[src/rtl/kronecker_stream_ctrl.sv]
// Feeds a latched 2-share AES state byte-by-byte into the masked Kronecker-delta unit,
// supplies LFSR randomness, and gathers the 16 shared delta bits for downstream use.
// state | meaning: IDLE wait for start; FEED stream bytes 0..15; DRAIN await last capture; DONE one-cycle done pulse
module kronecker_stream_ctrl #(
  parameter int          KLAT      = 3,
  parameter logic [31:0] LFSR_POLY = 32'h80200003
) (
  input  logic         clk,
  input  logic         rst_n,
  input  logic         start,
  input  logic [127:0] state_sh0,
  input  logic [127:0] state_sh1,
  input  logic         seed_ld,
  input  logic [31:0]  seed,
  output logic [15:0]  k_inp,
  output logic [2:0]   k_rand,
  input  logic [1:0]   k_z,
  output logic         busy,
  output logic         done,
  output logic [15:0]  z_sh0,
  output logic [15:0]  z_sh1
);

  typedef enum logic [1:0] {S_IDLE, S_FEED, S_DRAIN, S_DONE} state_t;

  state_t          r_state;
  logic [127:0]    r_sh0;
  logic [127:0]    r_sh1;
  logic [4:0]      r_feed_idx;
  logic            r_kvld;
  logic [KLAT-1:0] r_vpipe;
  logic [4:0]      r_cap_cnt;
  logic [31:0]     r_lfsr;

  logic [31:0]     w_lfsr_step;
  logic [6:0]      w_base;
  logic            w_tail;
  logic [3:0]      w_cap_idx;

  assign w_lfsr_step = (r_lfsr >> 1) ^ (r_lfsr[0] ? LFSR_POLY : 32'h0);
  assign w_base      = {r_feed_idx[3:0], 3'b000};
  assign w_tail      = r_vpipe[KLAT-1];
  assign w_cap_idx   = r_cap_cnt[3:0];
  assign k_rand      = r_lfsr[2:0];

  always_ff @(posedge clk or negedge rst_n) begin
    if (!rst_n) begin
      r_state    <= S_IDLE;
      r_sh0      <= '0;
      r_sh1      <= '0;
      r_feed_idx <= '0;
      r_kvld     <= 1'b0;
      r_vpipe    <= '0;
      r_cap_cnt  <= '0;
      r_lfsr     <= 32'h1;
      k_inp      <= '0;
      busy       <= 1'b0;
      done       <= 1'b0;
      z_sh0      <= '0;
      z_sh1      <= '0;
    end else begin
      // A zero seed would lock the LFSR, so it is replaced by 1.
      r_lfsr  <= seed_ld ? ((seed == 32'h0) ? 32'h1 : seed) : w_lfsr_step;
      r_vpipe <= (r_vpipe << 1) | KLAT'(r_kvld);
      done    <= 1'b0;

      if (w_tail) begin
        z_sh0[w_cap_idx] <= k_z[1];
        z_sh1[w_cap_idx] <= k_z[0];
        r_cap_cnt        <= r_cap_cnt + 5'd1;
      end

      case (r_state)
        S_IDLE: begin
          if (start) begin
            r_sh0      <= state_sh0;
            r_sh1      <= state_sh1;
            k_inp      <= {state_sh1[7:0], state_sh0[7:0]};
            r_kvld     <= 1'b1;
            r_feed_idx <= 5'd1;
            r_cap_cnt  <= '0;
            z_sh0      <= '0;
            z_sh1      <= '0;
            busy       <= 1'b1;
            r_state    <= S_FEED;
          end
        end
        S_FEED: begin
          if (r_feed_idx == 5'd16) begin
            k_inp   <= '0;
            r_kvld  <= 1'b0;
            r_state <= S_DRAIN;
          end else begin
            k_inp      <= {r_sh1[w_base +: 8], r_sh0[w_base +: 8]};
            r_feed_idx <= r_feed_idx + 5'd1;
          end
        end
        S_DRAIN: begin
          // Done rises on the same edge that captures byte 15.
          if (w_tail && (r_cap_cnt == 5'd15)) begin
            busy    <= 1'b0;
            done    <= 1'b1;
            r_state <= S_DONE;
          end
        end
        S_DONE:  r_state <= S_IDLE;
        default: r_state <= S_IDLE;
      endcase
    end
  end

endmodule
[config.mk]
export PLATFORM = sky130hd
export DESIGN_NAME = kronecker_stream_ctrl
export DESIGN_NICKNAME = d
export VERILOG_FILES = /design/src/rtl/kronecker_stream_ctrl.sv
export SDC_FILE = /design/constraint.sdc
export NUM_CORES = 1
export LEC_CHECK = 0
export ABC_AREA = 0
export BUFFER_PORTS_ARGS = -buffer_cell sky130_fd_sc_hd__buf_2
export CAP_MARGIN = 15
export CORE_MARGIN = 4
export CORE_UTILIZATION = 50
export DETAILED_ROUTE_END_ITERATION = 10
export PLACE_DENSITY = 0.75
export SLEW_MARGIN = 5
export SYNTH_ARGS = -nofsm -noshare
export SYNTH_HDL_FRONTEND = slang
export SYNTH_SLANG_ARGS = --single-unit
[constraint.sdc]
create_clock -name clk -period 2.6 [get_ports clk]
set_input_delay 0 -clock clk [delete_from_list [all_inputs] [get_ports clk]]
set_output_delay 0 -clock clk [all_outputs]
set_load 0.01 [all_outputs]
Word-level counts from Yosys, hierarchy flattened:

Index checks and enable logic that the tools add are counted.

* register bits: 354
* input bits: 294
* output and inout port bits: 53
* logic and storage cells: 75

* add/sub/neg operators: 2
* $lt $le $gt $ge: 2
* equal/unequal tests: 9
* shift operators: 2
* muxes and demuxes: 33
* bitwise gates (word level): 2
* reductions and logical operators: 12

Operators by type and width (number)
* 128-bit by 8-bit indexed part select with 8-bit output: 2
* 16-bit 2-to-1 mux: 8
* 32-bit 2-to-1 mux: 3
* 16-bit bitwise mux: 2
* 32-bit logical NOT: 1
* 16-bit case mux with 2 select lines: 1
* 31-bit by 32-bit bitwise XOR with 32-bit output: 1
* 5-bit 2-to-1 mux: 5
* 3-bit AND reduction: 4
* 5-bit by 1-bit adder with 5-bit output (second input constant): 2
* 5-bit case mux with 2 select lines: 1
* 2-bit != test (second input constant): 4
* 2-bit case mux with 4 select lines: 1
* 1-bit 2-to-1 mux: 6
* 2-bit 2-to-1 mux: 3
* 5-bit by 4-bit equality test with 1-bit output (second input constant): 1
* 5-bit equality test (second input constant): 1
* 4-bit by 5-bit less-than comparator with 1-bit output (second input constant): 1
* 1-bit demux with 4-bit select: 1
* 2-bit equality test (second input constant): 2
* 4-bit by 1-bit >= comparator with 1-bit output (second input constant): 1
* 1-bit case mux with 2 select lines: 2
* 2-bit AND reduction: 2
* 2-bit nonzero test: 2
* other kinds (4): 5

Logic depth before layout (Yosys ltp):

* word-level depth: 8
* depth in mapped cells: 10
* depth with buffers taken out: 6

Least setup slack after synthesis:

No wires, ideal clock.

* kind: register to register
* start: reg r_feed_idx[1]
* end: reg k_inp[0]
* arrival time: 2.075 ns
* setup slack: 0.401 ns
* cell stages (with the launch flop): 11
* buffers on the path: 4
* period minus slack after synthesis: 2.199 ns
* cells stage by stage: dfrtp_1 -> buf_2 -> buf_1 -> inv_1 -> ha_1 -> nor4bb_1 -> or3_1 -> buf_2 -> buf_2 -> a21oi_1 -> a211o_1

* longest elaborated chain between the ends: 3
* elaborated cells on any way between the ends: 4
* classes of those cells: eq/ne (1); shift (1); mux (2)

RTL lines
* start, declared: line 29 `logic [4:0] r_feed_idx;`
* start signal, assigned: line 95 `r_feed_idx <= r_feed_idx + 5'd1;`
* 128-bit by 8-bit indexed part select with 8-bit output or 5-bit equality test (tied branches): line 94, 89
* 16-bit 2-to-1 mux (*): line 89 `if (r_feed_idx == 5'd16) begin`
* 16-bit case mux with 2 select lines (*): line 73 `case (r_state)`
* end signal, assigned: line 78 `k_inp <= {state_sh1[7:0], state_sh0[7:0]};`
* end signal, assigned: line 94 `k_inp <= {r_sh1[w_base +: 8], r_sh0[w_base +: 8]};`
* end, declared: line 15 `output logic [15:0] k_inp,`

Mark *: on every way between the ends. The rest lies on a longest branch, timed or not.
A chain may end at the register's enable or synchronous reset.

Worst setup path after layout:

* start: reg r_feed_idx[0]
* end: reg k_inp[5]

The elaborated chain is that of the path after synthesis.

==> metrics.yaml <==
crit_type: "reg -> reg"
wl_um: 48600
clock_latency_ns: 0.52
power.leakage_nw: 10.1
ctsResizeCount: 0
fill_cells: 1885
fin_crit_ns: 2.28
path_clk_slew_ns: 0.06
cp-endpoint: "k_inp[5]"
multi_input_area_sq_um: 6380
std_cell_rows: 64
grt_pass1_vias: 13124
grt_usage: 0.283
overflow: 0
drt_pre_antenna_iters: 5
synth_edf_count: 0
clock_power_share: 0.215
crit_slowest_cell: "dfrtp_4"
setup_viol: 0
r2r_start: "r_feed_idx[0]"
end_kind: "flip-flop"
drt_iter0_drc: 682
via_count: 11846
antenna_found_initial: 7
status: "finished, final reports clean"
crit_chain: "buf_4 -> mux4_2 -> a22oi_1 -> a21oi_1 -> a211o_1"
netlist_area_sq_um: 15600
critPathBufInv: 1
postCtsSetupBuffers: 0
route.met2.wl_um: 25000
tns_ns: 0
grt_pass1_wl_um: 74200
final-max-slew-violation-count: 0
synth_area_leaders: "dfrtp_1 (57%), mux2_2 (21%), mux4_2 (9.2%), mux2i_1 (2.1%), a22oi_1 (1.5%)"
critPathLaunch: "r_feed_idx[0]"
worstMarginPinSlew_ns: 1.09
cts_tree: "done"
cts_root_buffer: "clkbuf_16"
gp_congestion: 0.826
syn_inst: 1042
reg2regPathDepth: 5
synthTopCellsByCount: "dfrtp_1 (353), mux2_2 (287), mux4_2 (64), nor2_1 (44), mux2i_1 (33)"
dr.max_layer_used: "met4"
synthesis.nets: 1347
cp.arrival_ns: 2.68
finalHoldViolations: 0
die_width_um: 185
core_sq_um: 30700
synth_area_leader_cell: "dfrtp_1"
switchingPower_mw: 7.97
wl_per_cell_um: 23.0
synth_top_area_frac: 0.566
nets: 1983
finClkSkew_ns: 0.0172
cp.required_ns: 3.00
grt_max_degree: 105
io_buffers: 346
r2r_slack_ns: 0.32
met1_length_um: 18100
die_area_sq_um: 34100
period_share: 0.877
worstSetupStartpointType: "flip-flop"
die_h_um: 185
drc: 0
critical_path.top_delay_family: "compound AO/OA/AOI/OAI gates"
slew_headroom: 0.272
synthFlopType: "dfrtp_1"
yosys.cell_count.top_type: "dfrtp_1"
max_freq_mhz: 439
place_hpwl_um: 29100
register_area_sq_um: 8870
ant_nets: 0
drive_above_1_share: 0.467
power.density_nw_per_um2: 1100
rsz0062_at_grt: "no"
cts_sinks: 354
yosysWarnings: 0
syn2layout_area_growth_pct: 41.4
p_int_mw: 16.4
async_flop_share: 1.00
max-cap-violations: 0
power_frac_seq: 0.404
fin_util: 0.720
cts_hold_buf: 292
cp_num_cells: 5
met3_length_um: 3070
start_util: 0.509
irDropWorstVdd_uv: 590
worstReg2RegEnd: "k_inp[5]"
ys_seq_area_frac: 0.567
synth_cell_type_count: 38
p_sw_frac: 0.327
critPathMaxStageDelay_ns: 0.61
combPwrFrac: 0.381
cts_made_buffers: 38
critPathMaxFanout: 12
htreeDepth: 2
avgViaCountPerCell: 5.61
synth.avg_cell_area_sq_um: 15.0
ys_ff_latch: 354
hp-class: "in -> reg"
clk_path_buf_depth: 3
io_pins: 347
[power groups by stage]
stage	sequential (mW)	clock (mW)	combinational [mW]
after floorplan	9.09	0	6.52
after global placement	9.65	0	8.51
after detailed placement	9.76	0	8.75
after CTS	9.69	5.30	9.13
after global routing	10.1	5.58	9.94
final	9.85	5.24	9.28
[sequential cells by signal, summed over array words and instances (netlist names)]
| register | count |
|---|---|
| k_inp | 16 |
| r_vpipe | 3 |
| r_kvld | 1 |
| r_feed_idx | 5 |
| z_sh1 | 16 |
| r_state | 2 |
| r_cap_cnt | 5 |
| r_sh1 | 128 |
| done | 1 |
| r_lfsr | 32 |
| z_sh0 | 16 |
| busy | 1 |
| r_sh0 | 128 |
[cells by family (layout without fill, tap and decap cells)]
| group | count (synthesis) | after routing | synth area share |
|---|---|---|---|
| DFF | 354 | 354 | 0.567 |
| AOI/OAI and AO/OA | 87 | 87 | 0.0386 |
| other | 0 | 10 | 0 |
| buffers and inverters | 86 | 750 | 0.0253 |
| and+or+nand+nor | 114 | 114 | 0.0362 |
| muxes | 384 | 384 | 0.320 |
| adders and majority gates | 11 | 11 | 0.00881 |
| xor gates and xnor gates | 6 | 6 | 0.00337 |
[metrics by stage]
stage / hold WS, ns / power [mW] / worst slack [ns] / instances / cell area [sq um]
global placement: 0.123 / 18.2 / 0.339 / 1742 / 17900
CTS: 0.0305 / 24.1 / 0.301 / 2102 / 22100
detailed placement: 0.135 / 18.5 / 0.311 / 1742 / 17900
finish: 0.0558 / 24.4 / 0.320 / 2112 / 22100
global route: 0.0718 / 25.6 / 0.246 / 2109 / 22100
floorplan: -0.296 / 15.6 / 0.401 / 1042 / 15600
[layout make-up]
cell class | count | share of cell area
flip-flops and latches | 354 | 0.402
multi-input cells | 602 | 0.289
repair buffers | 672 | 0.230
clock buffers | 55 | 0.0491
well taps | 396 | 0.0224
clock inverters | 13 | 0.00516
inverters | 10 | 0.00170
diodes | 10 | 0.00113
[placed cells by master (no fill, tap or decap), types with 8 or more instances in the layout]
cell / netlist / routed
mux2_2: 287 / 287
inv_1: 10 / 10
o21ai_0: 8 / 8
mux4_2: 64 / 64
and3_1: 18 / 18
dlygate4sd3_1: 0 / 292
nand2_1: 12 / 12
clkbuf_16: 0 / 38
nor2_1: 44 / 43
buf_2: 31 / 345
nand3_1: 9 / 9
a21oi_1: 22 / 21
dfrtp_1: 353 / 351
ha_1: 11 / 11
mux2i_1: 33 / 33
a22oi_1: 32 / 32
a211o_1: 16 / 16
buf_12: 0 / 13
buf_4: 3 / 21
nor4_1: 8 / 8
clkbuf_1: 27 / 10
diode_2: 0 / 10
[worst register-to-register path: stages (launching register included)]
cell and delay (ns):
dfrtp_4 0.61, buf_4 0.30, mux4_2 0.53, a22oi_1 0.34
a21oi_1 0.12, a211o_1 0.27
[routing by layer]
layer | vias to the layer above | track usage
li1 | 5149 | -
met1 | 6006 | 0.336
met2 | 536 | 0.497
met3 | 155 | 0.0555
met4 | 0 | 0.132
met5 | - | 0
[worst min-delay path by stage]
stage                     slack [ns]  depth (start not counted)     from        end
after floorplan                -0.30                          0    rst_n       busy
after global placement          0.12                          1    rst_n  r_lfsr[9]
after detailed placement        0.14                          1    rst_n  r_lfsr[9]
after CTS                       0.03                          3  seed_ld  r_lfsr[0]
after global routing            0.07                          3  seed_ld  r_lfsr[0]
final                           0.06                          3  seed_ld  r_lfsr[0]
No activity file was read; power rests on OpenSTA's default activity.
